==> src/rtl/ps2_pkg.sv <==
// ---------------------------------------------------------------------------
// ps2_pkg
// Shared types and constants for the PS/2 keyboard receiver.
//   ps2_state_t : receiver FSM states (IDLE waits for a start bit,
//                 SHIFT collects data, parity and stop bits).
//   FRAME_BITS  : bits per PS/2 frame (start, 8 data, parity, stop).
//   BIT_CNT_W   : width of the in-frame bit counter.
// ---------------------------------------------------------------------------
package ps2_pkg;

    typedef enum logic {
        IDLE  = 1'b0,
        SHIFT = 1'b1
    } ps2_state_t;

    localparam int FRAME_BITS = 11;
    localparam int BIT_CNT_W  = 4;

endpackage : ps2_pkg

==> src/rtl/ps2_filter.sv <==
// ---------------------------------------------------------------------------
// ps2_filter
// Front end for the raw PS/2 pins: synchronises both pins into the clk
// domain, debounces the PS/2 clock and flags each falling edge of the
// debounced clock.
//
// Ports
//   clk      in   system clock
//   reset    in   synchronous, active-high reset
//   ps2_clk  in   raw PS/2 clock pin (asynchronous)
//   ps2_data in   raw PS/2 data pin (asynchronous)
//   tick     out  one-cycle pulse on a falling edge of the filtered clock
//   sdata    out  synchronised data pin, valid to sample while tick is high
// ---------------------------------------------------------------------------
module ps2_filter #(
    parameter int FILTER_LEN = 8
) (
    input  logic clk,
    input  logic reset,
    input  logic ps2_clk,
    input  logic ps2_data,
    output logic tick,
    output logic sdata
);

    localparam int CNT_W = (FILTER_LEN > 1) ? $clog2(FILTER_LEN + 1) : 1;
    localparam logic [CNT_W-1:0] CNT_LAST = CNT_W'(FILTER_LEN - 1);
    localparam logic [CNT_W-1:0] CNT_ONE  = CNT_W'(1);

    logic [1:0]       r_clk_sync;
    logic [1:0]       r_data_sync;
    logic [CNT_W-1:0] r_cnt;
    logic             r_filt;
    logic             r_filt_d;

    // Both pins idle high, so the synchronisers and the filtered clock reset
    // to 1 and a reset never fabricates a falling edge.
    always_ff @(posedge clk) begin
        if (reset) begin
            r_clk_sync  <= 2'b11;
            r_data_sync <= 2'b11;
            r_cnt       <= '0;
            r_filt      <= 1'b1;
            r_filt_d    <= 1'b1;
        end else begin
            // NOTE: non-blocking assignments keep every flop sampling the
            // pre-edge value, so the two synchroniser stages stay distinct.
            r_clk_sync  <= {r_clk_sync[0], ps2_clk};
            r_data_sync <= {r_data_sync[0], ps2_data};
            r_filt_d    <= r_filt;

            // Run length of samples disagreeing with the filtered level; a
            // single agreeing sample restarts the count, so short glitches
            // never reach the filtered clock.
            if (r_clk_sync[1] == r_filt) begin
                r_cnt <= '0;
            end else if (r_cnt == CNT_LAST) begin
                r_filt <= r_clk_sync[1];
                r_cnt  <= '0;
            end else begin
                r_cnt <= r_cnt + CNT_ONE;
            end
        end
    end

    assign tick  = r_filt_d & ~r_filt;
    assign sdata = r_data_sync[1];

endmodule : ps2_filter

==> src/rtl/ps2_rx.sv <==
// ---------------------------------------------------------------------------
// ps2_rx
// PS/2 keyboard frame receiver. Assembles 11-bit frames (start, d0..d7 LSB
// first, odd parity, stop) and emits one result strobe per frame. A frame
// that stalls mid-way is abandoned after TIMEOUT_CYCLES without a bit.
//
// Ports
//   clk        in   system clock (100 MHz)
//   reset      in   synchronous, active-high reset
//   ps2_clk    in   raw PS/2 clock pin (asynchronous)
//   ps2_data   in   raw PS/2 data pin (asynchronous)
//   data       out  last received byte, held until the next data update
//   valid      out  one-cycle strobe: good frame, data updated
//   parity_err out  one-cycle strobe: parity failed, data updated anyway
//   frame_err  out  one-cycle strobe: stop bit was 0, data unchanged
// ---------------------------------------------------------------------------
module ps2_rx
    import ps2_pkg::*;
#(
    parameter int FILTER_LEN     = 8,
    parameter int TIMEOUT_CYCLES = 200000
) (
    input  logic       clk,
    input  logic       reset,
    input  logic       ps2_clk,
    input  logic       ps2_data,
    output logic [7:0] data,
    output logic       valid,
    output logic       parity_err,
    output logic       frame_err
);

    localparam int TO_W = $clog2(TIMEOUT_CYCLES + 1);
    localparam logic [TO_W-1:0]      TO_LAST    = TO_W'(TIMEOUT_CYCLES - 1);
    localparam logic [TO_W-1:0]      TO_ONE     = TO_W'(1);
    localparam logic [BIT_CNT_W-1:0] CNT_ONE    = BIT_CNT_W'(1);
    // Bit count value held while the parity bit is on the wire.
    localparam logic [BIT_CNT_W-1:0] CNT_PARITY = BIT_CNT_W'(FRAME_BITS - 2);
    localparam logic [BIT_CNT_W-1:0] CNT_STOP   = BIT_CNT_W'(FRAME_BITS - 1);

    logic w_tick;
    logic w_sdata;

    ps2_filter #(
        .FILTER_LEN (FILTER_LEN)
    ) u_filter (
        .clk      (clk),
        .reset    (reset),
        .ps2_clk  (ps2_clk),
        .ps2_data (ps2_data),
        .tick     (w_tick),
        .sdata    (w_sdata)
    );

    ps2_state_t           r_state,   w_state_next;
    logic [BIT_CNT_W-1:0] r_bit_cnt, w_bit_cnt_next;
    logic [7:0]           r_shift,   w_shift_next;
    logic                 r_parity,  w_parity_next;
    logic [TO_W-1:0]      r_to_cnt,  w_to_cnt_next;
    logic [7:0]           r_data,    w_data_next;
    logic                 r_valid,   w_valid_next;
    logic                 r_perr,    w_perr_next;
    logic                 r_ferr,    w_ferr_next;

    always_ff @(posedge clk) begin
        if (reset) begin
            r_state   <= IDLE;
            r_bit_cnt <= '0;
            r_shift   <= '0;
            r_parity  <= 1'b0;
            r_to_cnt  <= '0;
            r_data    <= '0;
            r_valid   <= 1'b0;
            r_perr    <= 1'b0;
            r_ferr    <= 1'b0;
        end else begin
            r_state   <= w_state_next;
            r_bit_cnt <= w_bit_cnt_next;
            r_shift   <= w_shift_next;
            r_parity  <= w_parity_next;
            r_to_cnt  <= w_to_cnt_next;
            r_data    <= w_data_next;
            r_valid   <= w_valid_next;
            r_perr    <= w_perr_next;
            r_ferr    <= w_ferr_next;
        end
    end

    always_comb begin
        // NOTE: every signal gets a default before the case so that no path
        // leaves one unassigned and infers a latch.
        w_state_next   = r_state;
        w_bit_cnt_next = r_bit_cnt;
        w_shift_next   = r_shift;
        w_parity_next  = r_parity;
        w_to_cnt_next  = r_to_cnt;
        w_data_next    = r_data;
        w_valid_next   = 1'b0;
        w_perr_next    = 1'b0;
        w_ferr_next    = 1'b0;

        case (r_state)
            IDLE: begin
                w_to_cnt_next = '0;
                // A high start bit is a spurious edge and is ignored.
                if (w_tick && !w_sdata) begin
                    w_state_next   = SHIFT;
                    w_bit_cnt_next = CNT_ONE;
                end
            end

            SHIFT: begin
                // A tick beats a coincident timeout.
                if (w_tick) begin
                    w_to_cnt_next  = '0;
                    w_bit_cnt_next = r_bit_cnt + CNT_ONE;
                    if (r_bit_cnt < CNT_PARITY) begin
                        w_shift_next = {w_sdata, r_shift[7:1]};
                    end else if (r_bit_cnt == CNT_PARITY) begin
                        w_parity_next = w_sdata;
                    end else begin
                        w_state_next   = IDLE;
                        w_bit_cnt_next = '0;
                        if (!w_sdata) begin
                            w_ferr_next = 1'b1;
                        end else if (^{r_shift, r_parity}) begin
                            w_data_next  = r_shift;
                            w_valid_next = 1'b1;
                        end else begin
                            w_data_next = r_shift;
                            w_perr_next = 1'b1;
                        end
                    end
                end else if (r_to_cnt == TO_LAST) begin
                    w_state_next   = IDLE;
                    w_bit_cnt_next = '0;
                    w_to_cnt_next  = '0;
                end else begin
                    w_to_cnt_next = r_to_cnt + TO_ONE;
                end
            end

            default: begin
                w_state_next   = IDLE;
                w_bit_cnt_next = '0;
                w_to_cnt_next  = '0;
            end
        endcase
    end

    // The bit counter never legitimately passes the stop position.
    logic w_unused_stop_ok;
    assign w_unused_stop_ok = (r_bit_cnt <= CNT_STOP);

    assign data       = r_data;
    assign valid      = r_valid;
    assign parity_err = r_perr;
    assign frame_err  = r_ferr;

endmodule : ps2_rx

==> config.mk <==
export PLATFORM = sky130hd
export DESIGN_NAME = ps2_rx
export DESIGN_NICKNAME = d
export VERILOG_FILES = /design/src/rtl/ps2_pkg.sv /design/src/rtl/ps2_filter.sv /design/src/rtl/ps2_rx.sv
export SDC_FILE = /design/constraint.sdc
export NUM_CORES = 1
export LEC_CHECK = 0
export BUFFER_PORTS_ARGS = -buffer_cell sky130_fd_sc_hd__buf_2
export CAP_MARGIN = 20
export CORE_ASPECT_RATIO = 1.4
export CORE_MARGIN = 4
export CORE_UTILIZATION = 36
export DETAILED_ROUTE_END_ITERATION = 8
export PLACE_DENSITY = 0.58
export SLEW_MARGIN = 10
export SYNTH_ARGS = -nofsm -noshare
export SYNTH_HDL_FRONTEND = slang
export SYNTH_SLANG_ARGS = --single-unit
==> constraint.sdc <==
create_clock -name clk -period 1.6 [get_ports clk]
set_input_delay 0.24 -clock clk [delete_from_list [all_inputs] [get_ports clk]]
set_output_delay 0.24 -clock clk [all_outputs]
set_load 0.02 [all_outputs]
==> results.md, run 1 <==
* Chip height at just over 100 microns
* Skew-Pair Late Insertion Delay at 0.30 ns
* Seq pwr share at 63.0%
* Post-Synth Adder-Cell Area at 2.76%
* Post-Synth XOR/XNOR Area at under 10%
* Critical Path Source Type: register
* Pre-CTS WS at just under 0.03 ns
* Complex-gate fraction of the synthesized area at 8.06%
* Vias/cell at 4.98
* Internal power at 1.67 mW
* Min Hold Slack at 0.121 ns
* Static leakage at 1.08 nW
* Number of global-route vias before repair at 1677
* Primary FF master, synth: dfxtp_1
* Peak VDD IR at about 470 uV
* Run status: finished clean
* Area Overhead vs Synth at 18.9%
* Area of the multi-input gates at 1180 sq um
* Final Hold Violating Endpoints at 0
* PortBufs at 14
* Clock tree root driver cell: clkbuf_8
* Vias at between 1500 and 2000
* Fin crit period at 1.51 ns
* Final WL at 4090 microns
* Slew Limit Headroom at a little under 80%
* Placed Area at 2530 sq um
* Post-synthesis instance area at ~2300 sq um
* Clock skew at ~0.0074 ns
* Avg WL per Cell at 12.3 microns
* Nets at about 270
* Clock share of power at 35.7%
* Final critical-path share of the clock period at 94.5%
* Die span in x at approximately 75 microns
* Syn_area_per_cell at roughly 10 sq um
* Crit path DAT at 1.68 ns
* Power per cell area at between 700 and 800 nW/um^2
* H-tree levels at 2
* Placed cells at 323
* Filler cells at between 500 and 600
* Synth Register Bits at 53
* Largest net degree at the start of global routing at 31
* # diodes at 0
* Mapped Cells at approximately 230
* Iter 0 DRT Violations at 67
* Final Non-Filler Cells at 332
* First-pass GRT wire length at between 7000 and 8000 microns
* WP data required at 1.77 ns
* RR Startpoint: r_to_cnt[12]$_SDFF_PP0_
* Net Sw Power at around 0.42 mW
* RSZ-0062 raised after global routing: true
* Grt total ovfl at 0
* EDFF count, synth at 0
* Syn_nets at 238
* Initial Utilization at 37.8%
* CTS tree: built
* Syn. warnings at 0
* Final setup viols at 0
* MaxCap Viol Count at 0
* Peak Freq at roughly 660 MHz
* Ys async rst share at 0%
* Setup CP Type: reg -> reg
* Seq/Total Area, Yosys at 46.8%
* Detailed placer's ending HPWL at a little under 3000 microns
* Drt pass-1 iters at 4
* Worst setup EP type: register
* # clock sinks at 53
* Initial antenna violation count at 0
* GP Congestion at around 0.80
* Die area at 7650 sq um
* Distinct cell type count after synthesis at 42
* Max Slew Vio Count at 0
* Deepest clock path buffer count at 2
* Core area at 5990 sq um
* Ports at 15
* CP max FO at 5
* Row count at 33
* Synth Area in Simple Gates at 22.6%
* Hold crit path type: in -> reg
* Mux share of post-synthesis cell area at 7.95%
* Register area at 1080 sq um
* Tot GR Track Use at 11.8%
* Worst Setup SP: r_to_cnt[12]$_SDFF_PP0_
* Routed Antenna Nets at 0
* Worst Slack Setup Final at just under 0.09 ns
* Sw Share at 20.2%
* Post-layout power at 2.10 mW
* Share of cells above drive strength 1 at 26.7%
* Total CTS buffers at 5
* Final instance area at 2700 sq um
* Reg clk slew, reported paths at around 0.090 ns
* Slew at the pin closest to its max-slew limit at approximately 0.34 ns
* Drc violations at 0
* Hold Crit Start: ps2_clk
* Largest family of logic cells by synthesized area: simple AND/OR/NAND/NOR gates
* Combinational power share at 1.3%
[state kept, by name (all words and copies together) (netlist names)]
signal / count
frame_err: 1
r_parity: 1
u_filter.r_clk_sync: 2
r_to_cnt: 18
u_filter.r_filt_d: 1
parity_err: 1
r_shift: 8
u_filter.r_cnt: 4
u_filter.r_data_sync: 2
r_state: 1
u_filter.r_filt: 1
data: 8
r_bit_cnt: 4
valid: 1
[per-stage QoR]
stage	util [%]	setup TNS, ns
finish	45.0	0
global route	45.0	-0.00441
CTS	43.7	0
detailed placement	42.3	0
global placement	42.3	0
floorplan	-	0
[cell usage after synthesis (all sizes together), types with 2 or more instances]
cell type,n,share of area [%]
and3,4,1.4
nor3b,2,0.66
o31ai,2,0.66
or2,5,1.4
ha,5,2.8
and3b,2,0.77
clkbuf,3,0.50
nand4,7,2.6
or3,5,1.4
o21ai,8,1.8
a311oi,3,1.2
xnor2,8,3.1
a21oi,9,2.3
dfxtp,53,47
xor2,12,4.6
nor2,36,6.0
nand2,5,0.83
and2,2,0.61
o211ai,2,0.66
mux2i,18,8.0
nor4b,2,0.77
nand3,10,2.2
inv,7,1.2
buf,4,1.4
nand2b,3,0.83
nor3,3,0.66
[cell families (layout without fill, tap and decap cells)]
group | after synthesis | after routing
AND/OR/NAND/NOR | 92 | 93
buffers and inverters | 14 | 46
adder cells (fa/ha/maj) | 5 | 5
flip-flops | 53 | 53
AO/OA/AOI/OAI | 26 | 26
XOR/XNOR | 21 | 21
multiplexers | 18 | 18
[power by group through the flow]
stage	registers [mW]	clock network (mW)	logic (mW)
after detailed placement	1.36	0	0.0290
after floorplan	1.36	0	0.0165
after CTS	1.33	0.791	0.0290
final	1.32	0.749	0.0281
after global routing	1.32	0.830	0.0321
after global placement	1.36	0	0.0287
[per-layer routing]
metal / up-vias / part of all wire [%] / GRT usage [%]
met5: - / 0 / 0
met4: 0 / 1.6 / 3.70
met3: 7 / 2.3 / 2.46
met2: 13 / 53 / 21.9
met1: 778 / 43 / 13.2
li1: 854 / - / -
[path summary, 6_finish.rpt]
kind                                        to  slack [ns]  depth (start not counted)
min          u_filter.r_clk_sync[0]$_SDFF_PP1_        0.12                          2
min reg2reg  u_filter.r_clk_sync[1]$_SDFF_PP1_        0.41                          1
max                  r_bit_cnt[0]$_SDFFE_PP0P_        0.09                          4
max reg2reg          r_bit_cnt[0]$_SDFFE_PP0P_        0.09                          4
[placed cells by master, fill, tap and decap left out, types with 5 or more instances in the layout]
cell	count
nand2_1	5
a21oi_1	6
dfxtp_1	46
inv_1	7
o21ai_0	8
nand4_1	6
clkbuf_8	6
xor2_1	12
xnor2_1	7
nand3_1	10
buf_4	15
or2_2	5
mux2i_1	18
nor2_1	36
buf_2	14
[area by class of cell]
type,count,share of cell area (%)
multi-input combinational,163,43.9
sequential,53,40.0
timing repair buffer,32,8.68
tap,70,3.25
clock buffer,7,3.20
inverter,7,0.975
[worst max-delay path: stages (launching register included)]
cell and delay [ns]:
dfxtp_1 0.35, nor4b_2 0.27, nand4_1 0.24, o21ai_0 0.37, a311oi_1 0.15
[what timing repair did]
item	4_1_cts	5_1_grt
hold endpoints to repair	0	0
buffers inserted	0	1
endpoints found under the setup margin	0	31
resized for setup	0	20
hold buffers	0	0
Power figures use the tool's default switching activity.
==> run 2: changes to the inputs <==
--- a/config.mk
+++ b/config.mk
@@ -9,9 +9,9 @@
 export CAP_MARGIN = 20
 export CORE_ASPECT_RATIO = 1.4
 export CORE_MARGIN = 4
-export CORE_UTILIZATION = 36
+export CORE_UTILIZATION = 30
 export DETAILED_ROUTE_END_ITERATION = 8
-export PLACE_DENSITY = 0.58
+export PLACE_DENSITY = 0.51
 export SLEW_MARGIN = 10
 export SYNTH_ARGS = -nofsm -noshare
 export SYNTH_HDL_FRONTEND = slang
==> results.md, run 2 (same netlist as run 1, synthesis figures left out) <==
* Run status: finished clean (unchanged)
* Drt pass-1 iters at 4 (unchanged)
* Final WL at 4140 microns (was 4090 microns)
* Hold crit path type: in -> reg (unchanged)
* Setup tns final at 0 ns (unchanged)
* Core area at 7360 sq um (was 5990 sq um)
* CP max FO at 6 (was 5)
* Initial antenna violation count at 0 (unchanged)
* Deepest clock path buffer count at 2 (unchanged)
* CTS resizes at 0 (unchanged)
* CTS tree: built (unchanged)
* Chip height at 111 microns (was 102 microns)
* Pre-CTS WS at 0.0248 ns (was 0.0296 ns)
* CP Buf/Inv Count at 0 (unchanged)
* Leading cell type in the layout, fill and taps excluded: dfxtp_1 (unchanged)
* Flip-flop count of the largest register after layout at 18 (unchanged)
* Post-layout power at 2.23 mW (was 2.10 mW)
* Fin crit period at 1.50 ns (was 1.51 ns)
* Share of cells above drive strength 1 at 26.3% (was 26.7%)
* # diodes at 0 (unchanged)
* DR WL met3 at 94 microns (unchanged)
* Clock tree root driver cell: clkbuf_8 (unchanged)
* Slew Limit Headroom at 81.2% (was 77.2%)
* Initial Utilization at 30.8% (was 37.8%)
* Top cell family by delay on the critical path: simple AND/OR/NAND/NOR gates (was compound AO/OA/AOI/OAI gates)
* MaxCap Viol Count at 0 (unchanged)
* GP Congestion at 0.811 (was 0.796)
* Clock skew at 0.00486 ns (was 0.00736 ns)
* Area Overhead vs Synth at 21.1% (was 18.9%)
* Reg clk slew, reported paths at 0.09 ns (about the same)
* Detailed placer's ending HPWL at 2990 microns (was 2920 microns)
* Slowest-stage cell, CP: or4_4 (was o21ai_0)
* Die area at 9030 sq um (was 7650 sq um)
* Worst Slack Setup Final at 0.0977 ns (was 0.0888 ns)
* WP data required at 1.84 ns (was 1.77 ns)
* Drc violations at 0 (unchanged)
* PortBufs at 14 (unchanged)
* Peak Freq at 666 MHz (was 662 MHz)
* Final Hold Violating Endpoints at 0 (unchanged)
* Top routing layer in use: met4 (unchanged)
* Number of global-route vias before repair at 1689 (was 1677)
* Ports at 15 (unchanged)
* Static leakage at 1.08 nW (about the same)
* Reg with most FFs: r_to_cnt (unchanged)
* Grt total ovfl at 0 (unchanged)
* Max stage delay on crit path at 0.50 ns (was 0.37 ns)
* Skew-Pair Late Insertion Delay at 0.30 ns (about the same)
* Commonest cells after routing, fill and taps aside: 49 x dfxtp_1, 36 x nor2_1, 18 x mux2i_1 (was 46 x dfxtp_1, 36 x nor2_1, 18 x mux2i_1)
* Min Hold Slack at 0.113 ns (was 0.121 ns)
* Crit path DAT at 1.74 ns (was 1.68 ns)
* Die span in x at 81.5 microns (was 75.1 microns)
* # clock sinks at 53 (unchanged)
* Avg WL per Cell at 11.5 microns (was 12.3 microns)
* Tot GR Track Use at 10.3% (was 11.8%)
* WL met2 at 2170 microns (unchanged)
* Routed Antenna Nets at 0 (unchanged)
* Nets at 271 (unchanged)
* Vias at 1653 (was 1652)
* CP Cell Sequence: and4_4 -> nand4_4 -> or4_4 -> a21oi_2 (was nor4b_2 -> nand4_1 -> o21ai_0 -> a311oi_1)
* Worst setup EP type: register (unchanged)
* Critical Path Source Type: register (unchanged)
* H-tree levels at 2 (unchanged)
* Final critical-path share of the clock period at 93.9% (was 94.5%)
* Total CTS buffers at 5 (unchanged)
* Iter 0 DRT Violations at 22 (was 67)
* Post-CTS Setup Repair Bufs at 0 (unchanged)
* Max Slew Vio Count at 0 (unchanged)
* Slew at the pin closest to its max-slew limit at 0.279 ns (was 0.339 ns)
* Setup CP Type: reg -> reg (unchanged)
* Peak VDD IR at 424 uV (was 471 uV)
* Final Util at 37.3% (was 45.0%)
* Cts hold-fix bufs at 0 (unchanged)
* RSZ-0062 raised after global routing: true (unchanged)
* Row count at 37 (was 33)
* Power per cell area at 811 nW/um^2 (was 778 nW/um^2)
* First-pass GRT wire length at 7410 microns (was 7160 microns)
* Final setup viols at 0 (unchanged)
* WL met1 at 1760 microns (about the same)
* Largest net degree at the start of global routing at 21 (was 31)
* Vias/cell at 4.60 (was 4.98)
==> run 2: per-stage QoR <==
stage / cells / instance area (sq um)
2_1_floorplan: 229 / 2270
3_3_place_gp: 352 / 2580
3_5_place_dp: 352 / 2580
4_1_cts: 359 / 2690
5_1_grt: 359 / 2750
6_report: 359 / 2750
==> run 2: worst paths after layout <==
path | from | end | slack (ns) | depth (start not counted)
worst min-delay path | ps2_data | u_filter.r_data_sync[0]$_SDFF_PP1_ | 0.11 | 2
worst max-delay path | r_to_cnt[8]$_SDFF_PP0_ | r_to_cnt[17]$_SDFF_PP0_ | 0.1 | 4
worst min register to register | u_filter.r_data_sync[0]$_SDFF_PP1_ | u_filter.r_data_sync[1]$_SDFF_PP1_ | 0.42 | 1
worst max register to register | r_to_cnt[8]$_SDFF_PP0_ | r_to_cnt[17]$_SDFF_PP0_ | 0.1 | 4
==> run 2: power breakdown <==
part | total (mW) | switching (mW) | internal [mW]
combinational | 0.0293 | 0.0191 | 0.0102
sequential | 1.33 | 0.00229 | 1.32
clock | 0.873 | 0.418 | 0.455
==> run 2: final cells by class <==
type	instances	area [sq um]
clock buffer	5	68.8
sequential	53	1070
inverter	7	26.3
multi-input combinational	162	1190
fill	750	4620
clock inverter	2	35.0
timing repair buffer	33	238
tap	97	121
==> run 2: routing by layer <==
metal,global-route usage (%),up-vias
li1,-,858
met1,11.5,770
met2,17.9,16
met3,2.44,9
met4,4.40,0
met5,0,-
==> run 3: changes to the inputs <==
--- a/config.mk
+++ b/config.mk
@@ -11,7 +11,6 @@
 export CORE_MARGIN = 4
 export CORE_UTILIZATION = 30
 export DETAILED_ROUTE_END_ITERATION = 8
-export PLACE_DENSITY = 0.51
 export SLEW_MARGIN = 10
 export SYNTH_ARGS = -nofsm -noshare
 export SYNTH_HDL_FRONTEND = slang
==> constraint.sdc (replaced) <==
create_clock -name clk -period 1.6 [get_ports clk]
set_input_delay 0.24 -clock clk [delete_from_list [all_inputs] [get_ports clk]]
set_output_delay 0.24 -clock clk [all_outputs]
set_load 0.005 [all_outputs]
==> results.md, run 3 (same netlist as run 1, synthesis figures left out) <==
* Seq pwr share at 63.7% (was 59.5%)
* Setup CP Type: reg -> reg (unchanged)
* Run status: finished clean (unchanged)
* Routed Antenna Nets at 0 (unchanged)
* Clock share of power at 34.9% (was 39.2%)
* Row count at 37 (unchanged)
* Die area at 9030 sq um (unchanged)
* Max stage delay on crit path at 0.50 ns (about the same)
* Initial Utilization at 30.8% (unchanged)
* H-tree levels at 2 (unchanged)
* Final critical-path share of the clock period at 94.1% (was 93.9%)
* Slew Limit Headroom at 76.0% (was 81.2%)
* Hold crit path type: in -> reg (unchanged)
* Grt total ovfl at 0 (unchanged)
* Sw Share at 20.9% (was 19.7%)
* Placed Area at 2530 sq um (was 2580 sq um)
* Detailed placer's ending HPWL at 3050 microns (was 2990 microns)
* Die span in x at 81.5 microns (unchanged)
* Final WL at 4260 microns (was 4140 microns)
* Combinational power share at 1.4% (was 1.3%)
* Area Overhead vs Synth at 18.3% (was 21.1%)
* Power per cell area at 775 nW/um^2 (was 811 nW/um^2)
* GP Congestion at 0.753 (was 0.811)
* Slowest-stage cell, CP: or4_4 (unchanged)
* Cts hold-fix bufs at 0 (unchanged)
* CP Cell Sequence: and4_4 -> nand4_4 -> or4_4 -> a21oi_2 (unchanged)
* Final Util at 36.4% (was 37.3%)
* Slew at the pin closest to its max-slew limit at 0.359 ns (was 0.279 ns)
* Nets at 267 (was 271)
* # clock sinks at 53 (unchanged)
* MaxCap Viol Count at 0 (unchanged)
* Reg with most FFs: r_to_cnt (unchanged)
* Vias at 1678 (was 1653)
* Total CTS buffers at 5 (unchanged)
* Clock tree root driver cell: clkbuf_8 (unchanged)
* PortBufs at 14 (unchanged)
* Tot GR Track Use at 9.97% (was 10.3%)
* Reg clk slew, reported paths at 0.10 ns (was 0.09 ns)
* Deepest clock path buffer count at 2 (unchanged)
* # diodes at 0 (unchanged)
* Share of cells above drive strength 1 at 24.7% (was 26.3%)
* Max Slew Vio Count at 0 (unchanged)
* CTS tree: built (unchanged)
* Largest net degree at the start of global routing at 21 (unchanged)
* Clock skew at 0.0110 ns (was 0.00486 ns)
* Drt pass-1 iters at 4 (unchanged)
* Net Sw Power at 0.435 mW (was 0.439 mW)
* Vias/cell at 4.71 (was 4.60)
* Peak Freq at 664 MHz (was 666 MHz)
* Final Hold Violating Endpoints at 0 (unchanged)
* Initial antenna violation count at 0 (unchanged)
* WP data required at 1.84 ns (about the same)
* Internal power at 1.64 mW (was 1.79 mW)
* Peak VDD IR at 617 uV (was 424 uV)
* Iter 0 DRT Violations at 67 (was 22)
* Number of global-route vias before repair at 1675 (was 1689)
* Core area at 7360 sq um (unchanged)
* Chip height at 111 microns (unchanged)
* Avg WL per Cell at 12.0 microns (was 11.5 microns)
* Skew-Pair Late Insertion Delay at 0.30 ns (about the same)
* Area of the multi-input gates at 1170 sq um (was 1190 sq um)
* First-pass GRT wire length at 7410 microns (unchanged)
* Register area at 1070 sq um (about the same)
* Critical Path Source Type: register (unchanged)
* Static leakage at 1.04 nW (was 1.08 nW)
* CP max FO at 6 (unchanged)
* Final setup viols at 0 (unchanged)
* RSZ-0062 raised after global routing: true (unchanged)
* Commonest cells after routing, fill and taps aside: 47 x dfxtp_1, 36 x nor2_1, 18 x mux2i_1 (was 49 x dfxtp_1, 36 x nor2_1, 18 x mux2i_1)
* Leading cell type in the layout, fill and taps excluded: dfxtp_1 (unchanged)
* Drc violations at 0 (unchanged)
* Worst setup EP type: register (unchanged)
* Crit path DAT at 1.75 ns (was 1.74 ns)
* Filler cells at 759 (was 750)
* Flip-flop count of the largest register after layout at 18 (unchanged)
* Final instance area at 2680 sq um (was 2750 sq um)
* Ports at 15 (unchanged)
* Fin crit period at 1.51 ns (was 1.50 ns)
-- run 3: final timing paths --
kind	startpoint	to	slack [ns]	depth (start not counted)
setup reg to reg	r_to_cnt[8]$_SDFF_PP0_	r_to_cnt[17]$_SDFF_PP0_	0.09	4
hold reg to reg	u_filter.r_clk_sync[0]$_SDFF_PP1_	u_filter.r_clk_sync[1]$_SDFF_PP1_	0.42	1
setup / recovery	r_to_cnt[8]$_SDFF_PP0_	r_to_cnt[17]$_SDFF_PP0_	0.09	4
hold / removal	ps2_data	u_filter.r_data_sync[0]$_SDFF_PP1_	0.13	2
-- run 3: layout make-up --
type | count | share of cell area (%)
multi-input combinational | 162 | 43.5
sequential | 53 | 39.9
timing repair buffer | 29 | 7.89
clock inverter | 1 | 0.280
inverter | 7 | 0.980
tap | 97 | 4.53
clock buffer | 7 | 2.85
-- run 3: through the flow --
| step | setup WS, ns | hold WS (ns) | power (mW) | TNS, ns | cells |
|---|---|---|---|---|---|
| 2_1_floorplan | 0.0812 | 0.344 | 1.37 | 0 | 229 |
| 3_3_place_gp | -0.0131 | 0.395 | 1.39 | -0.0131 | 345 |
| 3_5_place_dp | -0.0546 | 0.398 | 1.39 | -0.0546 | 345 |
| 4_1_cts | -0.0355 | 0.116 | 2.12 | -0.0536 | 354 |
| 5_1_grt | -0.0131 | 0.120 | 2.16 | -0.0231 | 356 |
| 6_report | 0.0944 | 0.127 | 2.08 | 0 | 356 |
-- run 3: power groups by stage --
stage                     logic [mW]  clock network, mW  registers [mW]
after floorplan               0.0165                  0            1.36
after detailed placement      0.0287                  0            1.36
final                         0.0284              0.725            1.32
after CTS                     0.0288              0.762            1.33
after global routing          0.0321              0.806            1.32
after global placement        0.0292                  0            1.36
-- run 3: what timing repair did --
action                     CTS  global route
resized for setup            2            16
buffers inserted             1             1
setup endpoints to repair   12            32
pin swaps                    1             3
gates cloned                 0             1
-- run 3: critical path, delay by kind of cell, from the launching register on --
kind	cells	cell delay, ns
compound gates	1	0.14
flops	1	0.40
simple gates	3	0.92
-- run 3: routing by layer --
metal | part of all wire [%] | vias up | track usage (%)
met5 | 0 | - | 0
met4 | 0.52 | 0 | 3.04
met3 | 2.6 | 2 | 2.03
met2 | 54 | 21 | 17.6
met1 | 43 | 804 | 11.7
li1 | - | 851 | -
